### src/rtl/fetch_port_pkg.sv
// fetch_port_pkg
//
// Shared types for the instruction-side fetch port:
//   - fetch_state_e        : port state (IDLE, BUSY, DRAIN)
//   - fetch_port_in_type   : bundled inputs (fetch_addr, fetch_flush, mem_ready, mem_rdata)
//   - fetch_port_out_type  : bundled outputs (fetch_ready, fetch_rdata, mem_valid, mem_addr)
//   - fetch_port_reg_type  : complete register state of the port
//   - word_align()         : clears the byte-offset bits of an address
package fetch_port_pkg;

   localparam int unsigned ADDR_W = 32;
   localparam int unsigned DATA_W = 32;
   localparam logic [ADDR_W-1:0] WORD_STEP = 32'd4;

   // IDLE : no bus request outstanding
   // BUSY : request outstanding, response is wanted
   // DRAIN: request outstanding, response will be thrown away
   typedef enum logic [1:0] {
      IDLE  = 2'd0,
      BUSY  = 2'd1,
      DRAIN = 2'd2
   } fetch_state_e;

   typedef struct packed {
      logic [ADDR_W-1:0] fetch_addr;
      logic              fetch_flush;
      logic              mem_ready;
      logic [DATA_W-1:0] mem_rdata;
   } fetch_port_in_type;

   typedef struct packed {
      logic              fetch_ready;
      logic [DATA_W-1:0] fetch_rdata;
      logic              mem_valid;
      logic [ADDR_W-1:0] mem_addr;
   } fetch_port_out_type;

   typedef struct packed {
      fetch_state_e      state;
      logic [ADDR_W-1:0] req_addr;
      logic              hold_valid;
      logic [ADDR_W-1:0] hold_addr;
      logic [DATA_W-1:0] hold_data;
   } fetch_port_reg_type;

   localparam fetch_port_reg_type FETCH_PORT_REG_RESET = '{
      state:      IDLE,
      req_addr:   '0,
      hold_valid: 1'b0,
      hold_addr:  '0,
      hold_data:  '0
   };

   // Masking (rather than slicing) keeps every address bit referenced.
   function automatic logic [ADDR_W-1:0] word_align(input logic [ADDR_W-1:0] addr);
      return addr & ~32'h0000_0003;
   endfunction

endpackage

### src/rtl/fetch_port.sv
// fetch_port
//
// Instruction-side memory port answering the prefetch unit. It keeps one
// response word in a hold register, issues at most one word read at a time
// on the instruction bus, and (with next_line=1) speculatively requests the
// following word as soon as a forwarded response is consumed.
//
// Ports:
//   rst          in   synchronous reset, active low
//   clk          in   clock
//   fetch_addr   in   [31:0] requested byte address from prefetch, bits [1:0] ignored
//   fetch_flush  in   jump/fence: invalidates held and in-flight data
//   fetch_ready  out  fetch_rdata is valid for fetch_addr this cycle
//   fetch_rdata  out  [31:0] instruction word for the current fetch_addr
//   mem_valid    out  bus request valid (from registered state)
//   mem_addr     out  [31:0] bus word address (registered)
//   mem_ready    in   bus response strobe, data valid in the same cycle
//   mem_rdata    in   [31:0] bus read data
module fetch_port
   import fetch_port_pkg::*;
#(
   parameter bit next_line = 1'b1
) (
   input  logic              rst,
   input  logic              clk,
   input  logic [ADDR_W-1:0] fetch_addr,
   input  logic              fetch_flush,
   output logic              fetch_ready,
   output logic [DATA_W-1:0] fetch_rdata,
   output logic              mem_valid,
   output logic [ADDR_W-1:0] mem_addr,
   input  logic              mem_ready,
   input  logic [DATA_W-1:0] mem_rdata
);

   fetch_port_in_type  d_in;
   fetch_port_out_type d_out;
   fetch_port_reg_type r_q;
   fetch_port_reg_type r_d;

   logic [ADDR_W-1:0] cur;
   logic              hit;
   logic              byp;

   // Next-state and output logic. The bus-side outputs come straight from
   // registered state so a request, once raised, cannot be withdrawn by
   // anything prefetch does in the same cycle. Bypass beats hold on the
   // data mux; when both match the words are identical anyway.
   always_comb begin
      d_in.fetch_addr  = fetch_addr;
      d_in.fetch_flush = fetch_flush;
      d_in.mem_ready   = mem_ready;
      d_in.mem_rdata   = mem_rdata;

      r_d = r_q;

      cur = word_align(d_in.fetch_addr);
      hit = r_q.hold_valid && (r_q.hold_addr == cur);
      byp = (r_q.state == BUSY) && d_in.mem_ready && (r_q.req_addr == cur);

      d_out.mem_valid   = (r_q.state != IDLE);
      d_out.mem_addr    = r_q.req_addr;
      d_out.fetch_ready = !d_in.fetch_flush && (hit || byp);
      if (d_out.fetch_ready) begin
         d_out.fetch_rdata = byp ? d_in.mem_rdata : r_q.hold_data;
      end else begin
         d_out.fetch_rdata = '0;
      end

      unique case (r_q.state)
         IDLE: begin
            if (!hit || d_in.fetch_flush) begin
               r_d.req_addr = cur;
               r_d.state    = BUSY;
            end
         end
         BUSY: begin
            if (d_in.mem_ready) begin
               if (d_in.fetch_flush) begin
                  r_d.state = IDLE;
               end else begin
                  // A response for an address prefetch has already left is
                  // still kept; the next IDLE cycle decides whether it hits.
                  r_d.hold_valid = 1'b1;
                  r_d.hold_addr  = r_q.req_addr;
                  r_d.hold_data  = d_in.mem_rdata;
                  if (byp && next_line) begin
                     r_d.req_addr = r_q.req_addr + WORD_STEP;
                  end else begin
                     r_d.state = IDLE;
                  end
               end
            end else if (d_in.fetch_flush) begin
               r_d.state = DRAIN;
            end
         end
         DRAIN: begin
            // The stale response ends the drain even if another flush
            // arrives with it; otherwise we would wait forever.
            if (d_in.mem_ready) begin
               r_d.state = IDLE;
            end
         end
         default: begin
            r_d.state = IDLE;
         end
      endcase

      if (d_in.fetch_flush) begin
         r_d.hold_valid = 1'b0;
      end
   end

   // State register with synchronous active-low reset.
   always_ff @(posedge clk) begin
      if (!rst) begin
         r_q <= FETCH_PORT_REG_RESET;
      end else begin
         r_q <= r_d;
      end
   end

   assign fetch_ready = d_out.fetch_ready;
   assign fetch_rdata = d_out.fetch_rdata;
   assign mem_valid   = d_out.mem_valid;
   assign mem_addr    = d_out.mem_addr;

endmodule

### config.mk
export PLATFORM = sky130hd
export DESIGN_NAME = fetch_port
export DESIGN_NICKNAME = d
export VERILOG_FILES = /design/src/rtl/fetch_port_pkg.sv /design/src/rtl/fetch_port.sv
export SDC_FILE = /design/constraint.sdc
export NUM_CORES = 1
export LEC_CHECK = 0
export CORE_AREA = 2 2 95 133
export DETAILED_ROUTE_END_ITERATION = 8
export DIE_AREA = 0 0 97 135
export PLACE_DENSITY = 0.8
export SYNTH_ARGS = -nofsm -noshare
export SYNTH_HDL_FRONTEND = slang
export SYNTH_SLANG_ARGS = --single-unit
### constraint.sdc
create_clock -name clk -period 2.4 [get_ports clk]
set_input_delay 0.48 -clock clk [delete_from_list [all_inputs] [get_ports clk]]
set_output_delay 0.48 -clock clk [all_outputs]
set_load 0.01 [all_outputs]
After elaboration in Yosys (flattened, before gate mapping). Index checks and enable logic that the tools add are counted.

Add/subtract/negate cells: 1. Equal/unequal tests: 11. Multiplexer cells: 13. Bitwise gates (word level): 2. Reductions and logical operators: 15.

Operators with widths (count): 97-bit 2-to-1 mux (2); 32-bit 2-to-1 mux (3); 32-bit equality test (2); 32-bit case mux with 2 select lines (1); 34-bit 2-to-1 mux (1); 32-bit by 3-bit adder with 32-bit output, second input constant (1); 2-bit 2-to-1 mux (5); 2-bit != test, second input constant (5); 3-bit != test, second input constant (2); 2-bit case mux with 3 select lines (1); 5-bit AND reduction (1); 1-bit logical AND (4); 4-bit AND reduction (1); 2-bit nonzero test (2); 3-bit AND reduction (1); 2-bit by 1-bit equality test with 1-bit output, second input constant (1); 2-bit equality test, second input constant (1); 1-bit logical NOT (2); 2-bit logical NOT (1); 1-bit logical OR (2); 1-bit NOT (2); 2-bit OR reduction (1).

Flip-flop bits (word level): 99. Bits of input ports: 68. Output and inout bits: 66. Logic and storage cells: 47.

Longest topological paths before layout.
Word-level depth: 7. Depth in mapped cells: 9. Gate-level depth less buffers: 7.

Worst setup path before layout. Ideal clock, no wire load.

Kind: flip-flop to output port. Start: register r_q, in the netlist mem_addr[19]. End: output port fetch_rdata[0]. Arrival: 1907 ps. Required time: 1920 ps. Setup slack: 13 ps. Cell stages (with the launch flop): 9. Buffers on the path: 3. Cell sequence: dfxtp_1 > clkbuf_1 > xnor2_1 > nand4_1 > nor4_1 > nand3_1 > clkbuf_1 > clkbuf_1 > o21ai_0.

Longest elaborated chain between the ends: 5. Elaborated cells between the ends (all ways): 6. Those cells by class: eq/ne: 1; mux: 2; reduce/logical: 3.

RTL lines: start: declaration (line fetch_port.sv:38) `fetch_port_reg_type r_q;`; start signal: assignment (line fetch_port.sv:119) `r_q <= r_d;`; 32-bit equality test * (line fetch_port.sv:59) `byp = (r_q.state == BUSY) && d_in.mem_ready && (r_q.req_addr == cur);`; 1-bit logical AND * (line fetch_port.sv:59); 1-bit logical OR (line fetch_port.sv:63) `d_out.fetch_ready = !d_in.fetch_flush && (hit || byp);`; 1-bit logical AND (line fetch_port.sv:63); 32-bit 2-to-1 mux * (line fetch_port.sv:64) `if (d_out.fetch_ready) begin`; end: declaration (line fetch_port.sv:29) `output logic [DATA_W-1:0] fetch_rdata,`.

Mark *: on every way between the ends. The rest lies on a longest branch, timed or not.

Worst setup path after layout.
Start: input port fetch_addr[18]. End: output port fetch_rdata[22].

Longest elaborated chain between the ends: 5. Elaborated cells between the ends (all ways): 8. Those cells by class: eq/ne: 2; mux: 2; reduce/logical: 4.

RTL lines: start: declaration (line fetch_port.sv:26) `input logic [ADDR_W-1:0] fetch_addr,`; 32-bit equality test, on equally long branches (line fetch_port.sv:58, fetch_port.sv:59); 1-bit logical AND, on equally long branches (line fetch_port.sv:58, fetch_port.sv:59); 1-bit logical OR (line fetch_port.sv:63); 1-bit logical AND (line fetch_port.sv:63); 32-bit 2-to-1 mux * (line fetch_port.sv:64).

Marked as above.

==> impl_metrics.toml <==
[timing]
hold_viol_final = 0
setup_viol = 35
clock_skew_ns = 0.00968
fin_crit_ns = 2.85
post-route-period-util_pct = 119
fin_ws_ns = -0.454
max_freq_mhz = 350
final_max_slew_viol_count = 0
rsz0062_at_grt = "yes"
tns_ns = -14.14

[routing]
vias = 6977
drtAntennaViolNets = 0
drt_iter0_drc = 671
routed_via_density = 6.10
drc = 0
routedWlPerCell_microns = 20.0
wirelength_microns = 22800
drtPass1Iterations = 9

[critical_path]
worstPathArrival_ns = 2.37
end_kind = "primary output"
start_kind = "input port"
worst_ep_required_time_ns = 1.92
path_class = "input port to primary output"
path_max_fanout = 4

[pwr]
seqPwrFrac_pct = 36.3
power.switching_mw = 1.33
p_clk_share_pct = 37.3
swShare_pct = 28.2
combPwrFrac_pct = 26.3
ir_drop_uv = 408
finalPower_mw = 4.72
pwr_density_cell_nw_per_um2 = 522
leakage_nw = 3.54
p_int_mw = 3.39

[floorplan]
io_pins = 134
rows = 47
core-area_sq_um = 11800
die_area_sq_um = 13100
start_util_pct = 50.5
die_w_microns = 97
die_h_microns = 135

[global_routing]
grt_max_degree = 50
grt_pass1_vias = 6684
grt-ovfl-total = 0
grtUsageMet2_pct = 55.8
grt.busiest_layer = "met2"
grt_use_met3_pct = 6.37
grt_usage_pct = 32.4
antenna_found_initial = 0
use_met1_pct = 37.0
grt_pass1_wl_microns = 34100

[synthesis]
synth-edff-count = 0
yosys.cell_types.count = 56
avgSynthCellArea_sq_um = 7.48
synth-seq-cells = 95
syn_area_sq_um = 5970
ys_top_cells_by_area = "dfxtp_1 32%, nand2_1 10%, a21oi_1 6.1%"
ys.flop_type = "dfxtp_1"
yosysTopAreaCell = "dfxtp_1"
synthTopCellsByCount = "159 x nand2_1, 95 x dfxtp_1, 73 x a21oi_1"
yosysMostFrequentCell = "nand2_1"
syn_inst = 798
seq_area_frac_synth_pct = 31.9
async_flop_share_pct = 0
ys.warnings.count = 0
netlist.area_leader.share_pct = 31.9

[layout]
num-fill-cells = 818
n_antenna_cell = 0
drive_above_1_share_pct = 33.6
final_nets = 1060
syn2layout_area_growth_pct = 51.5

[placed_design]
hpwl_microns = 13900
io_buffers = 129
place_congestion = 0.983

[worst_hold_path]
hold_class = "flip-flop to flip-flop"

[clock_network]
cts.sinks = 95
clockRootBuffer = "clkbuf_16"
cts_made_buffers = 9
hold_buffers = 0
h-tree-depth = 3
clkSlewWorstSetupHoldPaths_ns = 0.06
clock_latency_ns = 0.35
clock_path_buffers = 2
cts_tree = "yes"

[job]
max-cap-violations = 0

[outcome]
violations = "setup timing"
outcome = "finished with violations"
power groups by stage:
stage	Clock [mW]	Combinational, mW	Sequential (mW)
after floorplan	0	0.542	1.74
after global placement	0	1.06	1.73
after detailed placement	0	1.07	1.73
after CTS	1.77	1.15	1.71
after global routing	1.84	1.31	1.72
final	1.76	1.24	1.71
layout by cell type (no fill, tap or decap), types with 11 or more instances in the layout:
cell             synthesis  final
a21oi_1                 73     73
buf_2                   16     45
buf_4                   33    123
clkbuf_16                0     11
clkdlybuf4s50_1          0     64
dfxtp_1                 95     87
nand2_1                159    158
nand2b_1                36     34
nand3_1                 51     32
nand3_2                  0     16
nand4_1                 23     23
nor2_1                  16     14
nor3_1                  29     17
nor3_2                   1     12
o21ai_1                  2     23
o21ai_2                  1     11
xnor2_1                 37     20
xnor2_2                  1     16
xor2_1                  34     28
stage by stage:
stage | utilization [%] | area [sq um] | worst slack (ns) | cells | hold slack, ns
floorplan | - | 5970 | 0.0129 | 799 | 0.437
global placement | 66.9 | 7910 | -1.23 | 1095 | 0.442
detailed placement | 66.9 | 7910 | -1.22 | 1095 | 0.447
CTS | 73.9 | 8730 | -0.392 | 1137 | 0.456
global route | 76.5 | 9040 | -0.631 | 1143 | 0.477
finish | 76.5 | 9040 | -0.454 | 1143 | 0.460
sequential cells by signal, indices dropped and copies added (netlist names):
| signal | count |
|---|---|
| mem_addr | 30 |
| r_q | 65 |
worst max-delay path: stages:
cell,delay [ns]
dlygate4sd2_1,0.27
xnor2_1,0.28
nand4_1,0.25
nor4_4,0.31
nand3_4,0.15
buf_12,0.18
buf_16,0.13
nand3_1,0.10
o21ai_2,0.08
buf_2,0.14
cell type report:
cell class	count	area, sq um	share of cell area, %
multi-input combinational	600	4080	45.1
timing repair buffer	280	2480	27.5
sequential	95	1910	21.1
clock buffer	10	229	2.53
tap	147	184	2.03
clock inverter	6	133	1.47
inverter	5	18.8	0.208
layer usage:
| layer | share of wire [%] | up-vias |
|---|---|---|
| met1 | 35 | 3276 |
| li1 | - | 3138 |
| met3 | 8.2 | 119 |
| met4 | 7.1 | 0 |
| met2 | 50 | 444 |
| met5 | 0 | - |
path summary, 6_finish.rpt:
check,start,endpoint,slack [ns],cells past startpoint
min,r_q[40],r_q[40],0.46,2
min reg2reg,r_q[40],r_q[40],0.46,2
max,fetch_addr[18],fetch_rdata[22],-0.45,10
max reg2reg,r_q[61],mem_addr[29],-0.05,10
cells by family (layout without fill, tap and decap cells):
group | Yosys count | after routing | synth area share [%]
AO/OA/AOI/OAI | 172 | 172 | 18.4
XOR/XNOR | 72 | 72 | 10.7
adder cells (fa/ha/maj) | 1 | 1 | 0.210
buffers and inverters | 104 | 301 | 9.33
flip-flops | 95 | 95 | 31.9
multiplexers | 3 | 3 | 0.503
other | 1 | 2 | 0.0628
AND/OR/NAND/NOR | 350 | 350 | 28.9
repair_timing:
action / 4_1_cts / 5_1_grt
endpoints found under the setup margin: 64 / 54
gates resized for setup: 291 / 94
cloned: 7 / 3
pin swaps: 33 / 35
setup buffers: 20 / 8
Power figures use the tool's default switching activity.
